--- src/rtl/dvp_camera_emulator.sv ---
// OV7670-style DVP transmitter. Emits vsync/href/p_data as an RGB565 byte stream,
// two bytes per pixel with the high byte first. Pixels come from a frame buffer
// read port or from one of three internal test patterns.
//
// Ports:
//   p_clock      byte clock; one p_data byte per cycle
//   rst_n        asynchronous active-low reset
//   enable       start/continue frame generation
//   pattern_sel  0=frame buffer, 1=colour bars, 2=address ramp, 3=black
//   rd_en        frame buffer read strobe
//   rdaddr       frame buffer pixel address (line*H_ACTIVE + pixel)
//   rddata       frame buffer pixel, valid one cycle after rd_en
//   vsync        frame sync, active high (falling-edge registered)
//   href         line valid, active high (falling-edge registered)
//   p_data       RGB565 byte stream (falling-edge registered)
//   frame_done   one-cycle pulse on the first front-porch cycle
//   busy         high whenever a frame is in progress
module dvp_camera_emulator #(
  parameter int unsigned H_ACTIVE  = 640,
  parameter int unsigned V_ACTIVE  = 480,
  parameter int unsigned VSYNC_LEN = 20,
  parameter int unsigned V_BACK    = 34,
  parameter int unsigned H_BLANK   = 28,
  parameter int unsigned V_FRONT   = 20
) (
  input  logic        p_clock,
  input  logic        rst_n,
  input  logic        enable,
  input  logic [1:0]  pattern_sel,
  output logic        rd_en,
  output logic [18:0] rdaddr,
  input  logic [15:0] rddata,
  output logic        vsync,
  output logic        href,
  output logic [7:0]  p_data,
  output logic        frame_done,
  output logic        busy
);

  typedef enum logic [2:0] {StIdle, StVsync, StVback, StLine, StHblank, StVfront} state_e;

  localparam int unsigned BarW = (H_ACTIVE >= 8) ? H_ACTIVE / 8 : 1;

  localparam logic [15:0] VsyncLast  = 16'(VSYNC_LEN - 1);
  localparam logic [15:0] VbackLast  = 16'(V_BACK - 1);
  localparam logic [15:0] HblankLast = 16'(H_BLANK - 1);
  localparam logic [15:0] VfrontLast = 16'(V_FRONT - 1);
  // Prefetch slot for pixel 0 of a line: two cycles before the first href byte.
  localparam logic [15:0] VbackPre   = 16'(V_BACK - 2);
  localparam logic [15:0] HblankPre  = 16'(H_BLANK - 2);
  localparam logic [10:0] ByteLast   = 11'(2 * H_ACTIVE - 1);
  localparam logic [8:0]  LineLast   = 9'(V_ACTIVE - 1);
  localparam logic [18:0] AddrLast   = 19'(H_ACTIVE * V_ACTIVE - 1);
  localparam logic [10:0] BarLast    = 11'(BarW - 1);

  state_e      state_q;
  logic [15:0] cnt_q;
  logic [10:0] byte_q;
  logic [8:0]  line_q;
  logic [1:0]  pat_q;
  logic [15:0] pix_cnt_q;
  logic [10:0] bar_px_q;
  logic [2:0]  bar_idx_q;
  logic [15:0] fb_pix_q;
  logic        rd_pend_q;
  logic [15:0] bar_colour;
  logic [15:0] pixel;
  logic [7:0]  data_core;

  // Read slots: pixel n is requested on the high-byte cycle of pixel n-1, pixel 0
  // in the second-to-last blanking cycle.
  always_comb begin
    rd_en = 1'b0;
    if (pat_q == 2'd0) begin
      unique case (state_q)
        StVback:  rd_en = (cnt_q == VbackPre);
        StHblank: rd_en = (cnt_q == HblankPre);
        StLine:   rd_en = !byte_q[0] && (byte_q < ByteLast - 11'd1);
        default:  rd_en = 1'b0;
      endcase
    end
  end

  always_ff @(posedge p_clock or negedge rst_n) begin
    if (!rst_n) begin
      state_q    <= StIdle;
      cnt_q      <= '0;
      byte_q     <= '0;
      line_q     <= '0;
      pat_q      <= '0;
      pix_cnt_q  <= '0;
      bar_px_q   <= '0;
      bar_idx_q  <= '0;
      fb_pix_q   <= '0;
      rd_pend_q  <= 1'b0;
      rdaddr     <= '0;
      frame_done <= 1'b0;
      busy       <= 1'b0;
    end else begin
      frame_done <= 1'b0;
      rd_pend_q  <= rd_en;
      if (rd_pend_q) fb_pix_q <= rddata;
      if (rd_en) rdaddr <= (rdaddr == AddrLast) ? '0 : rdaddr + 19'd1;

      unique case (state_q)
        StIdle: begin
          if (enable) begin
            state_q   <= StVsync;
            cnt_q     <= '0;
            pat_q     <= pattern_sel;
            rdaddr    <= '0;
            pix_cnt_q <= '0;
            busy      <= 1'b1;
          end
        end
        StVsync: begin
          if (cnt_q == VsyncLast) begin
            state_q <= StVback;
            cnt_q   <= '0;
          end else begin
            cnt_q <= cnt_q + 16'd1;
          end
        end
        StVback: begin
          if (cnt_q == VbackLast) begin
            state_q <= StLine;
            cnt_q   <= '0;
            byte_q  <= '0;
            line_q  <= '0;
          end else begin
            cnt_q <= cnt_q + 16'd1;
          end
        end
        StLine: begin
          // Pixel-rate counters advance after the low byte.
          if (byte_q[0]) begin
            pix_cnt_q <= pix_cnt_q + 16'd1;
            if (bar_px_q == BarLast) begin
              bar_px_q  <= '0;
              bar_idx_q <= bar_idx_q + 3'd1;
            end else begin
              bar_px_q <= bar_px_q + 11'd1;
            end
          end
          if (byte_q == ByteLast) begin
            byte_q    <= '0;
            bar_px_q  <= '0;
            bar_idx_q <= '0;
            cnt_q     <= '0;
            if (line_q == LineLast) begin
              line_q     <= '0;
              state_q    <= StVfront;
              frame_done <= 1'b1;
            end else begin
              line_q  <= line_q + 9'd1;
              state_q <= StHblank;
            end
          end else begin
            byte_q <= byte_q + 11'd1;
          end
        end
        StHblank: begin
          if (cnt_q == HblankLast) begin
            state_q <= StLine;
            cnt_q   <= '0;
          end else begin
            cnt_q <= cnt_q + 16'd1;
          end
        end
        StVfront: begin
          if (cnt_q == VfrontLast) begin
            cnt_q <= '0;
            if (enable) begin
              state_q   <= StVsync;
              pat_q     <= pattern_sel;
              rdaddr    <= '0;
              pix_cnt_q <= '0;
            end else begin
              state_q <= StIdle;
              busy    <= 1'b0;
            end
          end else begin
            cnt_q <= cnt_q + 16'd1;
          end
        end
        default: state_q <= StIdle;
      endcase
    end
  end

  always_comb begin
    case (bar_idx_q)
      3'd0:    bar_colour = 16'hFFFF;
      3'd1:    bar_colour = 16'hFFE0;
      3'd2:    bar_colour = 16'h07FF;
      3'd3:    bar_colour = 16'h07E0;
      3'd4:    bar_colour = 16'hF81F;
      3'd5:    bar_colour = 16'hF800;
      3'd6:    bar_colour = 16'h001F;
      default: bar_colour = 16'h0000;
    endcase
  end

  always_comb begin
    unique case (pat_q)
      2'd0:    pixel = fb_pix_q;
      2'd1:    pixel = bar_colour;
      2'd2:    pixel = pix_cnt_q;
      default: pixel = 16'h0000;
    endcase
    data_core = 8'h00;
    if (state_q == StLine) data_core = byte_q[0] ? pixel[7:0] : pixel[15:8];
  end

  // Launch the bus on the falling edge so it is centred on the receiver's rising edge.
  always_ff @(negedge p_clock or negedge rst_n) begin
    if (!rst_n) begin
      vsync  <= 1'b0;
      href   <= 1'b0;
      p_data <= 8'h00;
    end else begin
      vsync  <= (state_q == StVsync);
      href   <= (state_q == StLine);
      p_data <= data_core;
    end
  end

endmodule

--- config.mk ---
export PLATFORM = sky130hd
export DESIGN_NAME = dvp_camera_emulator
export DESIGN_NICKNAME = d
export VERILOG_FILES = /design/src/rtl/dvp_camera_emulator.sv
export SDC_FILE = /design/constraint.sdc
export NUM_CORES = 1
export LEC_CHECK = 0
export ABC_AREA = 1
export BUFFER_PORTS_ARGS = -buffer_cell sky130_fd_sc_hd__buf_2
export CORE_MARGIN = 2
export CORE_UTILIZATION = 65
export CTS_BUF_LIST = sky130_fd_sc_hd__clkbuf_2 sky130_fd_sc_hd__clkbuf_4 sky130_fd_sc_hd__clkbuf_8
export CTS_CLUSTER_SIZE = 14
export DETAILED_ROUTE_END_ITERATION = 8
export PLACE_DENSITY = 0.83
export SYNTH_ARGS = -nofsm -noshare
export SYNTH_HDL_FRONTEND = slang
export SYNTH_SLANG_ARGS = --single-unit
export TNS_END_PERCENT = 50
--- constraint.sdc ---
create_clock -name p_clock -period 3.3 [get_ports p_clock]
set_input_delay 0.33 -clock p_clock [delete_from_list [all_inputs] [get_ports p_clock]]
set_output_delay 0.33 -clock p_clock [all_outputs]
set_load 0.01 [all_outputs]
==> Word level (Yosys, flattened, before mapping) <==
Cells that the tools add are included.
{ "classes": {"addsub": 7, "magnitude_cmp": 1, "eq_ne": 30, "mux": 53, "n_reduce_logical": 21} }
{ "ops": {"columns": ["cell", "count"], "rows": [
  ["$mux W16", 8],
  ["$pmux W16 S7", 1],
  ["$pmux W16 S3", 2],
  ["$pmux W16 S5", 1],
  ["$mux W19", 4],
  ["$mux W11", 5],
  ["$eq A16 B5 Y1 const B", 3],
  ["$pmux W19 S2", 1],
  ["$add A16 B1 Y16 const B", 2],
  ["$eq A16 B6 Y1 const B", 2],
  ["$mux W3", 9],
  ["$mux W9", 3],
  ["$add A11 B1 Y11 const B", 2],
  ["$pmux W11 S2", 1],
  ["$add A19 B1 Y19 const B", 1],
  ["$eq A19 B19 Y1 const B", 1],
  ["$pmux W3 S6", 1],
  ["$pmux W9 S2", 1],
  ["$mux W8", 2],
  ["$ne A2 B2 Y1 const B", 8],
  ["$eq A3 B3 Y1 const B", 5],
  ["$eq A3 B2 Y1 const B", 4],
  ["$reduce_and A3 Y1", 4],
  ["$eq A11 B11 Y1 const B", 1],
  ["other kinds (24)", 40]
]} }
{ "totals": {"regBits": 119, "inputBits": 21, "word_cells": 128} }

==> Longest topological paths before layout <==
Gate-level depths: netlist (run 1).
{ "logic_depth": {"ltp_word": 8, "mapped_depth": 13, "depth_no_buf": 13} }

==> metrics.txt, run 1 <==
# TYPE chip_impl_metric gauge
chip_impl_metric{name="worst-endpoint-required",unit="ns"} 2.02
chip_impl_metric{name="final-hold-violation-count",unit=""} 0
chip_impl_metric{name="cts_max_path_bufs",unit=""} 2
chip_impl_metric{name="report.final.setup_viol",unit=""} 3
chip_impl_info{name="critical-path-slowest-cell",value="sky130_fd_sc_hd__dfrtp_1"} 1
chip_impl_metric{name="insertion_delay",unit="ns"} 0.45
chip_impl_metric{name="clock_sink_count",unit=""} 119
chip_impl_metric{name="synth_cell_types",unit=""} 51
chip_impl_metric{name="hold_slack",unit="ns"} 0.0870
chip_impl_metric{name="globalRouteMet3Util",unit=""} 0.0769
chip_impl_metric{name="io_pins",unit=""} 53
chip_impl_metric{name="detailroute.via_count",unit=""} 6368
chip_impl_metric{name="slew-limit-headroom",unit=""} 0.510
chip_impl_metric{name="routed_via_density",unit=""} 5.66
chip_impl_metric{name="path_max_fanout",unit=""} 5
chip_impl_metric{name="dpl_cell_area",unit="um2"} 7320
chip_impl_info{name="nature_of_the_critical_path_endpoint",value="flop"} 1
chip_impl_metric{name="layout.core_utilization",unit=""} 0.772
chip_impl_metric{name="synthesis.area_per_instance",unit="um2"} 7.63
chip_impl_metric{name="place_congestion",unit=""} 0.946
chip_impl_metric{name="leakage",unit="nW"} 3.81
chip_impl_metric{name="grt_start_max_net_pins",unit=""} 50
chip_impl_metric{name="final_net_count",unit=""} 1010
chip_impl_metric{name="flip_flop_and_latch_count_after_synthesis",unit=""} 119
chip_impl_info{name="top_usage_layer",value="met2"} 1
chip_impl_info{name="failed_checks",value="negative setup slack"} 1
chip_impl_metric{name="max_slew.worst_pin.slew",unit="ns"} 0.735
chip_impl_metric{name="detail_route.drc_violations",unit=""} 0
chip_impl_info{name="cts_tree",value="yes"} 1
chip_impl_metric{name="die_h",unit="um"} 107
chip_impl_info{name="r2r_end",value="p_data[3]"} 1
chip_impl_metric{name="grt_overflow",unit=""} 0
chip_impl_metric{name="total_negative_slack_for_setup_checks",unit="ns"} -0.0893
chip_impl_metric{name="worst-r2r-cell-count",unit=""} 8
chip_impl_metric{name="post-route-cell-area",unit="um2"} 7970
chip_impl_metric{name="core_region_area",unit="um2"} 10300
chip_impl_metric{name="std_cell_rows",unit=""} 37
chip_impl_metric{name="ys_seq_area_frac",unit=""} 0.429
chip_impl_metric{name="vdd_drop_max",unit="mV"} 0.521
chip_impl_metric{name="synthesis.instances",unit=""} 909
chip_impl_info{name="rsz_0062_raised_after_global_routing",value="true"} 1
chip_impl_info{name="hold-path-endpoint",value="fb_pix_q[15]"} 1
chip_impl_info{name="ctsRootBufferMaster",value="sky130_fd_sc_hd__clkbuf_8"} 1
chip_impl_info{name="critPathLaunchType",value="flop"} 1
chip_impl_metric{name="global_route.usage.total",unit=""} 0.309
chip_impl_metric{name="grt_first_pass_wirelength",unit="mm"} 28.1
chip_impl_metric{name="wl",unit="mm"} 16.6
chip_impl_metric{name="design_power_total",unit="mW"} 5.28
chip_impl_metric{name="diodes",unit=""} 0
chip_impl_metric{name="syn_nets",unit=""} 942
chip_impl_info{name="status",value="finished with violations"} 1
chip_impl_info{name="synth_flop_cell",value="sky130_fd_sc_hd__dfrtp_1"} 1
chip_impl_metric{name="die_x",unit="um"} 107
chip_impl_metric{name="arrival_time_of_data_at_the_critical_path_endpoint",unit="ns"} 2.06
chip_impl_metric{name="multi_input_comb_area",unit="um2"} 3440
chip_impl_metric{name="drt_first_pass_iters",unit=""} 5
chip_impl_metric{name="place_worst_setup_slack",unit="ns"} -0.0960
chip_impl_metric{name="htree_levels",unit=""} 4
chip_impl_metric{name="use_met1",unit=""} 0.414
chip_impl_metric{name="placed_cell_count",unit=""} 1086
chip_impl_metric{name="io_buffers",unit=""} 52
chip_impl_metric{name="final_cells",unit=""} 1126
chip_impl_info{name="r2r-start",value="bar_idx_q[1]"} 1
chip_impl_info{name="critPathKind",value="reg2reg"} 1
chip_impl_info{name="critical_path.cell_chain",value="inv_2 > ha_2 > nor2_4 > buf_4 > buf_4 > nor2_2 > nor3_2 > a311oi_1"} 1
chip_impl_metric{name="drtIter0Drc",unit=""} 532
chip_impl_metric{name="detail-route-antenna-nets",unit=""} 0
chip_impl_metric{name="final.fill_count",unit=""} 727
chip_impl_info{name="holdCritPathClass",value="in2reg"} 1
chip_impl_metric{name="max_stage_delay",unit="ns"} 0.42
chip_impl_metric{name="min_delay_path_depth",unit=""} 3
chip_impl_metric{name="share_of_final_layout_standard_cells_stronger_than_drive_strength_1",unit=""} 0.168
chip_impl_metric{name="synth_warnings",unit=""} 0
chip_impl_metric{name="clk_pin_slew_worst_paths",unit="ns"} 0.07
chip_impl_metric{name="ff_latch_area",unit="um2"} 2980
chip_impl_metric{name="power_density",unit="nW/um2"} 663
chip_impl_metric{name="regToRegSetupSlack",unit="ns"} -0.04
chip_impl_metric{name="netlist_area_before_placement",unit="um2"} 6940
chip_impl_metric{name="clock-skew-final",unit="ns"} 0.0522
chip_impl_metric{name="max_cap_violations",unit=""} 0
chip_impl_metric{name="areaGrowthSynthToFinish",unit="%"} 14.8
chip_impl_metric{name="wire_per_inst",unit="um"} 14.7
chip_impl_metric{name="synth-async-reset-ratio",unit=""} 1.00
chip_impl_metric{name="globalRouteMet2Util",unit=""} 0.490
chip_impl_metric{name="maxSlewViolCount",unit=""} 0
chip_impl_metric{name="fin_ws",unit="ns"} -0.0359
chip_impl_metric{name="detailed_place_hpwl",unit="mm"} 11.2
chip_impl_metric{name="start_util",unit=""} 0.672
chip_impl_metric{name="antenna_found_initial",unit=""} 0
chip_impl_info{name="critPathMostFrequentCell",value="sky130_fd_sc_hd__buf_4"} 1
chip_impl_metric{name="fp.dieArea",unit="um2"} 11500
chip_impl_metric{name="number_of_enable_type_register_cells_in_the_synthesized_netlist",unit=""} 0
chip_impl_metric{name="number_of_buffers_added_by_the_clock_tree_synthesis_step",unit=""} 17
chip_impl_info{name="holdCritStartpoint",value="rddata[15]"} 1
chip_impl_metric{name="grt_pass1_vias",unit=""} 6027
[synthesized netlist by cell type, drive strengths merged, types with 2 or more instances]
master     n  share of area
o2111ai    2         0.0025
inv      124          0.067
a21o       4         0.0043
a31oi      5         0.0045
o311a      3         0.0043
mux2       6         0.0097
o21a       2         0.0022
nand4     19          0.017
a31o       5         0.0063
xnor2      2         0.0025
nor2     111          0.065
nand2    213           0.12
o22ai     12          0.011
clkinv     2         0.0013
buf       13          0.014
a311oi     2         0.0025
nor4       6         0.0054
xor2      25          0.032
a21oi     25          0.018
dfrtn     10          0.036
dfrtp    109           0.39
or2        3         0.0027
clkbuf     9         0.0063
nand3     68          0.055
o211ai     4         0.0043
o21ai     68          0.051
o31ai      8         0.0087
nor3      32          0.025
ha        12          0.022
[report_power, final]
part | internal, mW | switching [mW] | total (mW) | leakage (nW)
logic | 0.549 | 1.19 | 1.74 | 1.95
registers | 1.72 | 0.196 | 1.92 | 1.60
clock network | 1.05 | 0.577 | 1.62 | 0.256
[cells by family after synthesis]
kind of cell / after synthesis / synth area share
buf+inv: 148 / 0.0884
mux: 6 / 0.00974
xor+xnor: 27 / 0.0341
simple gates: 454 / 0.294
fa+ha+maj: 12 / 0.0216
compound gates: 143 / 0.123
flops: 119 / 0.429
[sequential cells by signal, indices dropped and copies added (netlist names), 2 cells and up]
register   cells
bar_idx_q      3
cnt_q         16
byte_q        11
fb_pix_q      16
pat_q          2
bar_px_q      11
p_data         8
pix_cnt_q     16
line_q         9
rdaddr        19
state_q        3
[worst max-delay path, delay by kind of cell (launching register included)]
| kind | cells | cell delay [ns] |
|---|---|---|
| fa+ha+maj | 1 | 0.19 |
| simple gates | 3 | 0.36 |
| flops | 1 | 0.42 |
| compound gates | 1 | 0.28 |
| buf+inv | 3 | 0.36 |
[cell type report]
| cell class | instances | area share |
|---|---|---|
| repair buffers | 71 | 0.0512 |
| clock inverters | 7 | 0.0201 |
| clock buffers | 25 | 0.0424 |
| well taps | 136 | 0.0214 |
| inverters | 126 | 0.0595 |
| multi-input cells | 642 | 0.432 |
| flip-flops and latches | 119 | 0.374 |
[cell usage in the layout, fill, tap and decap left out, types with 12 or more instances in the layout]
cell	synthesis	layout
sky130_fd_sc_hd__buf_4	3	19
sky130_fd_sc_hd__inv_1	117	114
sky130_fd_sc_hd__nor3_1	30	29
sky130_fd_sc_hd__clkbuf_8	1	24
sky130_fd_sc_hd__o22ai_1	12	12
sky130_fd_sc_hd__nand2_1	203	201
sky130_fd_sc_hd__xor2_1	25	25
sky130_fd_sc_hd__nand4_1	19	19
sky130_fd_sc_hd__nand3_1	64	62
sky130_fd_sc_hd__dfrtp_1	109	109
sky130_fd_sc_hd__a21oi_1	25	24
sky130_fd_sc_hd__o21ai_0	59	59
sky130_fd_sc_hd__buf_2	4	51
sky130_fd_sc_hd__nor2_1	104	101
[worst max path at each step]
stage                 start         to  slack (ns)  depth (start not counted)
2_1_floorplan  bar_idx_q[0]  p_data[1]        0.18                          7
3_3_place_gp   bar_idx_q[0]  p_data[1]        0.04                          7
3_5_place_dp   bar_idx_q[0]  p_data[1]        -0.1                          7
4_1_cts        bar_idx_q[1]  p_data[3]       0.009                          8
5_1_grt        bar_idx_q[1]  p_data[3]       -0.15                          8
6_report       bar_idx_q[1]  p_data[3]       -0.04                          8
[what timing repair did]
action	4_1_cts	5_1_grt
hold endpoints to repair	27	0
setup buffers	6	1
endpoints found under the setup margin	8	8
pin swaps	4	4
hold buffers	1	0
gates resized for setup	13	10
[metal layers]
metal	wire length (um)	share of wire	vias up
li1	-	-	3117
met2	7860	0.47	240
met3	1060	0.064	40
met1	7270	0.44	2971
met5	0	0	-
met4	394	0.024	0
No activity file was read; power rests on OpenSTA's default activity.
==> run 2, diff against run 1 <==
--- a/config.mk
+++ b/config.mk
@@ -7,12 +7,11 @@
 export LEC_CHECK = 0
 export ABC_AREA = 1
 export BUFFER_PORTS_ARGS = -buffer_cell sky130_fd_sc_hd__buf_2
-export CORE_MARGIN = 2
-export CORE_UTILIZATION = 65
+export CORE_UTILIZATION = 46
 export CTS_BUF_LIST = sky130_fd_sc_hd__clkbuf_2 sky130_fd_sc_hd__clkbuf_4 sky130_fd_sc_hd__clkbuf_8
 export CTS_CLUSTER_SIZE = 14
 export DETAILED_ROUTE_END_ITERATION = 8
-export PLACE_DENSITY = 0.83
+export PLACE_DENSITY = 0.62
 export SYNTH_ARGS = -nofsm -noshare
 export SYNTH_HDL_FRONTEND = slang
 export SYNTH_SLANG_ARGS = --single-unit
==> run 2 against run 1 <==
The flow finishes with violations (design-rule violations, negative setup slack); clock power down 6%; die area grew 35%; global-route usage fell by 8.8 points; sequential power is essentially flat; sequential share of layout area grew 0.14 points; flip-flop and latch count did not move; highest routed layer unchanged; final cell count increased by 4.0%.
==> metrics.txt, run 2 (synthesis results as in run 1) <==
# TYPE chip_impl_metric gauge
chip_impl_info{name="status",value="finished with violations"} 1
chip_impl_info{name="failed_checks",value="design-rule violations, negative setup slack"} 1
chip_impl_metric{name="fin_ws",unit="ns"} -0.0284
chip_impl_metric{name="max_reg_flops",unit=""} 19
chip_impl_metric{name="start_util",unit=""} 0.474
chip_impl_metric{name="crit_buf_inv",unit=""} 1
chip_impl_metric{name="clk_pin_slew_worst_paths",unit="ns"} 0.08
chip_impl_metric{name="grt_overflow",unit=""} 0
chip_impl_metric{name="global_route.usage.total",unit=""} 0.221
chip_impl_metric{name="grt_start_max_net_pins",unit=""} 52
chip_impl_info{name="critical_path.cell_chain",value="inv_2 > ha_4 > nor2_4 > nand2_1 > a21oi_2 > nor2_4 > o311a_1"} 1
chip_impl_info{name="nature_of_the_critical_path_endpoint",value="flop"} 1
chip_impl_metric{name="antenna_found_initial",unit=""} 0
chip_impl_metric{name="maxSlewViolCount",unit=""} 0
chip_impl_metric{name="die_h",unit="um"} 125
chip_impl_info{name="most-common-layout-cells",value="sky130_fd_sc_hd__nand2_1, sky130_fd_sc_hd__inv_1, sky130_fd_sc_hd__dfrtp_1"} 1
chip_impl_info{name="critPathMostFrequentCell",value="sky130_fd_sc_hd__nor2_4"} 1
chip_impl_metric{name="std_cell_rows",unit=""} 44
chip_impl_metric{name="areaGrowthSynthToFinish",unit="%"} 14.4
chip_impl_metric{name="slew-limit-headroom",unit=""} 0.501
chip_impl_info{name="critPathKind",value="reg2reg"} 1
chip_impl_metric{name="core_region_area",unit="um2"} 14600
chip_impl_metric{name="grt_first_pass_wirelength",unit="mm"} 27.6
chip_impl_metric{name="detail_route.drc_violations",unit=""} 4
chip_impl_metric{name="wl",unit="mm"} 16.3
chip_impl_info{name="worst_path_dominant_cell_family",value="compound AO/OA/AOI/OAI gates"} 1
chip_impl_metric{name="path_max_fanout",unit=""} 6
chip_impl_info{name="critical-path-slowest-cell",value="sky130_fd_sc_hd__dfrtp_1"} 1
chip_impl_metric{name="die_x",unit="um"} 125
chip_impl_info{name="rsz_0062_raised_after_global_routing",value="true"} 1
chip_impl_info{name="critPathLaunchType",value="flop"} 1
chip_impl_metric{name="clock-skew-final",unit="ns"} 0.0533
chip_impl_info{name="ctsRootBufferMaster",value="sky130_fd_sc_hd__clkbuf_8"} 1
chip_impl_info{name="holdCritPathClass",value="in2reg"} 1
chip_impl_metric{name="grt_pass1_vias",unit=""} 5647
chip_impl_metric{name="clock_sink_count",unit=""} 119
chip_impl_metric{name="detailroute.via_count",unit=""} 6146
chip_impl_metric{name="place_congestion",unit=""} 0.876
chip_impl_metric{name="share_of_final_layout_standard_cells_stronger_than_drive_strength_1",unit=""} 0.159
chip_impl_metric{name="vdd_drop_max",unit="mV"} 0.301
chip_impl_metric{name="final-hold-violation-count",unit=""} 0
chip_impl_info{name="cts_tree",value="yes"} 1
chip_impl_metric{name="max_cap_violations",unit=""} 0
chip_impl_metric{name="insertion_delay",unit="ns"} 0.45
chip_impl_info{name="layout.cells.most_common",value="sky130_fd_sc_hd__nand2_1"} 1
chip_impl_info{name="top_register",value="rdaddr"} 1
chip_impl_metric{name="worst-endpoint-required",unit="ns"} 1.90
chip_impl_metric{name="arrival_time_of_data_at_the_critical_path_endpoint",unit="ns"} 1.92
chip_impl_metric{name="diodes",unit=""} 0
chip_impl_metric{name="power_density",unit="nW/um2"} 650
chip_impl_metric{name="cts_max_path_bufs",unit=""} 2
chip_impl_metric{name="routed_via_density",unit=""} 5.25
chip_impl_metric{name="max_stage_delay",unit="ns"} 0.39
chip_impl_metric{name="leakage",unit="nW"} 3.76
chip_impl_metric{name="hold_slack",unit="ns"} 0.0751
chip_impl_metric{name="final_net_count",unit=""} 1007
chip_impl_metric{name="report.final.setup_viol",unit=""} 2
chip_impl_metric{name="number_of_buffers_added_by_the_clock_tree_synthesis_step",unit=""} 17
chip_impl_metric{name="detailed_place_hpwl",unit="mm"} 11.8
chip_impl_metric{name="final.fill_count",unit=""} 1394
chip_impl_metric{name="io_pins",unit=""} 53
chip_impl_metric{name="io_buffers",unit=""} 52
chip_impl_metric{name="htree_levels",unit=""} 4
chip_impl_metric{name="place_worst_setup_slack",unit="ns"} 0.0201
chip_impl_metric{name="max_slew.worst_pin.slew",unit="ns"} 0.749
chip_impl_metric{name="fp.dieArea",unit="um2"} 15600
chip_impl_metric{name="detail-route-antenna-nets",unit=""} 0
chip_impl_metric{name="wire_per_inst",unit="um"} 13.9
chip_impl_metric{name="drtIter0Drc",unit=""} 506
chip_impl_metric{name="drt_first_pass_iters",unit=""} 8
run 2: timing repair:
action / CTS / global route
buffers inserted: 0 / 2
hold buffers: 1 / 0
hold endpoints to repair: 22 / 0
pin swaps: 0 / 5
resized for setup: 1 / 15
setup endpoints to repair: 3 / 8
run 2: cell type report:
| type | instances | area (um2) | area share |
|---|---|---|---|
| multi-input cells | 642 | 3410 | 0.430 |
| flip-flops and latches | 119 | 2980 | 0.375 |
| inverters | 126 | 474 | 0.0598 |
| repair buffers | 68 | 385 | 0.0486 |
| clock buffers | 19 | 262 | 0.0329 |
| well taps | 184 | 230 | 0.0290 |
| clock inverters | 13 | 193 | 0.0243 |
run 2: per-stage QoR:
| stage | cells | setup TNS, ns | power, mW | instance area [um2] | utilization |
|---|---|---|---|---|---|
| floorplan | 909 | 0 | 3.15 | 6940 | - |
| global placement | 1136 | 0 | 3.63 | 7390 | 0.505 |
| detailed placement | 1136 | 0 | 3.64 | 7390 | 0.505 |
| CTS | 1169 | 0 | 5.16 | 7860 | 0.537 |
| global route | 1171 | -0.471 | 5.51 | 7940 | 0.542 |
| finish | 1171 | -0.0540 | 5.16 | 7940 | 0.542 |
run 2: path summary, 6_finish.rpt:
path,startpoint,endpoint,slack [ns],cells after the start
worst max-delay path,bar_idx_q[0],p_data[1],-0.03,7
worst min-delay path,pattern_sel[1],pat_q[1],0.08,3
worst max register to register,bar_idx_q[0],p_data[1],-0.03,7
worst min register to register,bar_px_q[1],bar_px_q[1],0.52,2
max in group asynchronous,rst_n,p_data[6],0.99,2
min in group asynchronous,rst_n,cnt_q[2],0.37,2
run 2: worst min-delay path, stage by stage:
cell	delay (ns)
sky130_fd_sc_hd__buf_2	0.08
sky130_fd_sc_hd__nand2_1	0.04
sky130_fd_sc_hd__nand2_1	0.05
run 2: metal layers:
layer | part of all wire | vias to the layer above | global-route usage | wire length, um
li1 | - | 3110 | - | -
met1 | 0.49 | 2859 | 0.306 | 7960
met3 | 0.042 | 24 | 0.0425 | 685
met2 | 0.45 | 153 | 0.338 | 7380
met4 | 0.017 | 0 | 0.0947 | 280
met5 | 0 | - | 0 | 0
run 2: power by group:
group,switching (mW),total [mW],internal [mW]
Clock,0.645,1.52,0.872
Sequential,0.198,1.92,1.72
Combinational,1.18,1.72,0.545
==> run 3, diff against run 2 <==
--- a/config.mk
+++ b/config.mk
@@ -11,7 +11,7 @@
 export CTS_BUF_LIST = sky130_fd_sc_hd__clkbuf_2 sky130_fd_sc_hd__clkbuf_4 sky130_fd_sc_hd__clkbuf_8
 export CTS_CLUSTER_SIZE = 14
 export DETAILED_ROUTE_END_ITERATION = 8
-export PLACE_DENSITY = 0.62
+export PLACE_DENSITY = 0.63
 export SYNTH_ARGS = -nofsm -noshare
 export SYNTH_HDL_FRONTEND = slang
 export SYNTH_SLANG_ARGS = --single-unit
==> run 3 against run 2 <==
Setup slack improved by 0.011 ns; utilization fell by 0.47 points; clock-buffer cell count decreased by 2; clock skew increased by 0.0017 ns; highest routed layer unchanged; critical path type unchanged; wire length increased by 0.10%; the flow still finishes with violations (design-rule violations, negative setup slack); largest power group unchanged; die area stayed put; critical path depth stayed put.
==> metrics.txt, run 3 (synthesis results as in run 1) <==
# TYPE chip_impl_metric gauge
chip_impl_metric{name="die_x",unit="um"} 125
chip_impl_info{name="most-common-layout-cells",value="sky130_fd_sc_hd__nand2_1, sky130_fd_sc_hd__inv_1, sky130_fd_sc_hd__dfrtp_1"} 1
chip_impl_metric{name="die_h",unit="um"} 125
chip_impl_metric{name="insertion_delay",unit="ns"} 0.45
chip_impl_info{name="top_register",value="rdaddr"} 1
chip_impl_metric{name="detail-route-antenna-nets",unit=""} 0
chip_impl_metric{name="max_slew.worst_pin.slew",unit="ns"} 0.754
chip_impl_metric{name="place_worst_setup_slack",unit="ns"} 0.0000505
chip_impl_metric{name="io_pins",unit=""} 53
chip_impl_metric{name="vdd_drop_max",unit="mV"} 0.457
chip_impl_metric{name="final-hold-violation-count",unit=""} 0
chip_impl_metric{name="detailed_place_hpwl",unit="mm"} 11.7
chip_impl_info{name="rsz_0062_raised_after_global_routing",value="true"} 1
chip_impl_metric{name="clk_pin_slew_worst_paths",unit="ns"} 0.08
chip_impl_info{name="layout.cells.most_common",value="sky130_fd_sc_hd__nand2_1"} 1
chip_impl_metric{name="detail_route.drc_violations",unit=""} 4
chip_impl_metric{name="slew-limit-headroom",unit=""} 0.498
chip_impl_metric{name="arrival_time_of_data_at_the_critical_path_endpoint",unit="ns"} 1.91
chip_impl_metric{name="core_region_area",unit="um2"} 14600
chip_impl_metric{name="std_cell_rows",unit=""} 44
chip_impl_metric{name="grt_first_pass_wirelength",unit="mm"} 27.5
chip_impl_metric{name="placed_cell_count",unit=""} 1135
chip_impl_metric{name="detailroute.via_count",unit=""} 6096
chip_impl_metric{name="antenna_found_initial",unit=""} 0
chip_impl_metric{name="post-route-cell-area",unit="um2"} 7870
chip_impl_metric{name="diodes",unit=""} 0
chip_impl_metric{name="final_net_count",unit=""} 1005
chip_impl_info{name="failed_checks",value="design-rule violations, negative setup slack"} 1
chip_impl_metric{name="start_util",unit=""} 0.474
chip_impl_metric{name="cts_max_path_bufs",unit=""} 2
chip_impl_info{name="status",value="finished with violations"} 1
chip_impl_metric{name="report.final.setup_viol",unit=""} 1
chip_impl_metric{name="max_cap_violations",unit=""} 0
chip_impl_metric{name="fin_ws",unit="ns"} -0.0171
chip_impl_metric{name="grt_pass1_vias",unit=""} 5678
chip_impl_info{name="holdCritPathClass",value="in2reg"} 1
chip_impl_metric{name="layout.core_utilization",unit=""} 0.537
chip_impl_info{name="critPathLaunchType",value="flop"} 1
chip_impl_metric{name="areaGrowthSynthToFinish",unit="%"} 13.4
chip_impl_metric{name="routed_via_density",unit=""} 5.21
chip_impl_metric{name="maxSlewViolCount",unit=""} 0
chip_impl_metric{name="clock_sink_count",unit=""} 119
chip_impl_metric{name="path_max_fanout",unit=""} 6
chip_impl_metric{name="drtIter0Drc",unit=""} 474
chip_impl_metric{name="final_cells",unit=""} 1169
chip_impl_metric{name="max_reg_flops",unit=""} 19
chip_impl_metric{name="dpl_cell_area",unit="um2"} 7380
chip_impl_info{name="nature_of_the_critical_path_endpoint",value="flop"} 1
chip_impl_metric{name="hold_slack",unit="ns"} 0.0766
chip_impl_metric{name="wire_per_inst",unit="um"} 14.0
chip_impl_metric{name="fp.dieArea",unit="um2"} 15600
chip_impl_metric{name="htree_levels",unit=""} 4
chip_impl_metric{name="io_buffers",unit=""} 52
chip_impl_metric{name="grt_start_max_net_pins",unit=""} 46
chip_impl_info{name="critPathKind",value="reg2reg"} 1
chip_impl_metric{name="wl",unit="mm"} 16.3
chip_impl_metric{name="grt_overflow",unit=""} 0
chip_impl_metric{name="share_of_final_layout_standard_cells_stronger_than_drive_strength_1",unit=""} 0.159
chip_impl_metric{name="design_power_total",unit="mW"} 5.02
chip_impl_metric{name="total_negative_slack_for_setup_checks",unit="ns"} -0.0171
chip_impl_metric{name="global_route.usage.total",unit=""} 0.221
chip_impl_metric{name="place_congestion",unit=""} 0.890
chip_impl_metric{name="number_of_buffers_added_by_the_clock_tree_synthesis_step",unit=""} 17
chip_impl_info{name="ctsRootBufferMaster",value="sky130_fd_sc_hd__clkbuf_8"} 1
chip_impl_metric{name="drt_first_pass_iters",unit=""} 8
chip_impl_info{name="cts_tree",value="yes"} 1
chip_impl_metric{name="clock-skew-final",unit="ns"} 0.0550
chip_impl_metric{name="leakage",unit="nW"} 3.73
chip_impl_metric{name="power_density",unit="nW/um2"} 638
chip_impl_metric{name="worst-endpoint-required",unit="ns"} 1.89
## run 3: final timing paths
path / from / endpoint / slack, ns / cells past startpoint
hold reg to reg: busy / busy / 0.52 / 2
setup / recovery: bar_idx_q[1] / p_data[2] / -0.02 / 7
min in group asynchronous: rst_n / bar_px_q[7] / 0.40 / 2
hold / removal: rddata[8] / fb_pix_q[8] / 0.08 / 3
max in group asynchronous: rst_n / p_data[5] / 0.93 / 2
setup reg to reg: bar_idx_q[1] / p_data[2] / -0.02 / 7
## run 3: worst max-delay path, cell delays in order, from the launching register on
cell and delay (ns):
sky130_fd_sc_hd__dfrtp_1 0.38, sky130_fd_sc_hd__inv_1 0.11, sky130_fd_sc_hd__ha_2 0.20, sky130_fd_sc_hd__nor2_4 0.13, sky130_fd_sc_hd__nand2_2 0.07, sky130_fd_sc_hd__a21oi_2 0.19
sky130_fd_sc_hd__nor2_4 0.09, sky130_fd_sc_hd__o311a_1 0.30
## run 3: cell type report
class,instances,area [um2]
inverter,126,474
clock inverter,15,176
timing repair buffer,66,370
sequential,119,2980
fill,1413,6780
tap,184,230
clock buffer,17,234
multi-input combinational,642,3400
## run 3: what timing repair did
action / in CTS / in global routing
setup endpoints to repair: 6 / 8
setup buffers: 0 / 1
gates resized for setup: 3 / 12
endpoints found under the hold margin: 25 / 0
pin swaps: 0 / 5
hold buffers: 1 / 0
## run 3: metal layers
layer / track usage / share of wire
met1: 0.308 / 0.49
met2: 0.348 / 0.46
met3: 0.0477 / 0.037
met4: 0.0603 / 0.011
met5: 0 / 0
## run 3: power by group
group	leakage [nW]	internal, mW	switching (mW)
combinational	1.93	0.533	1.17
clock	0.203	0.748	0.644
sequential	1.60	1.72	0.201
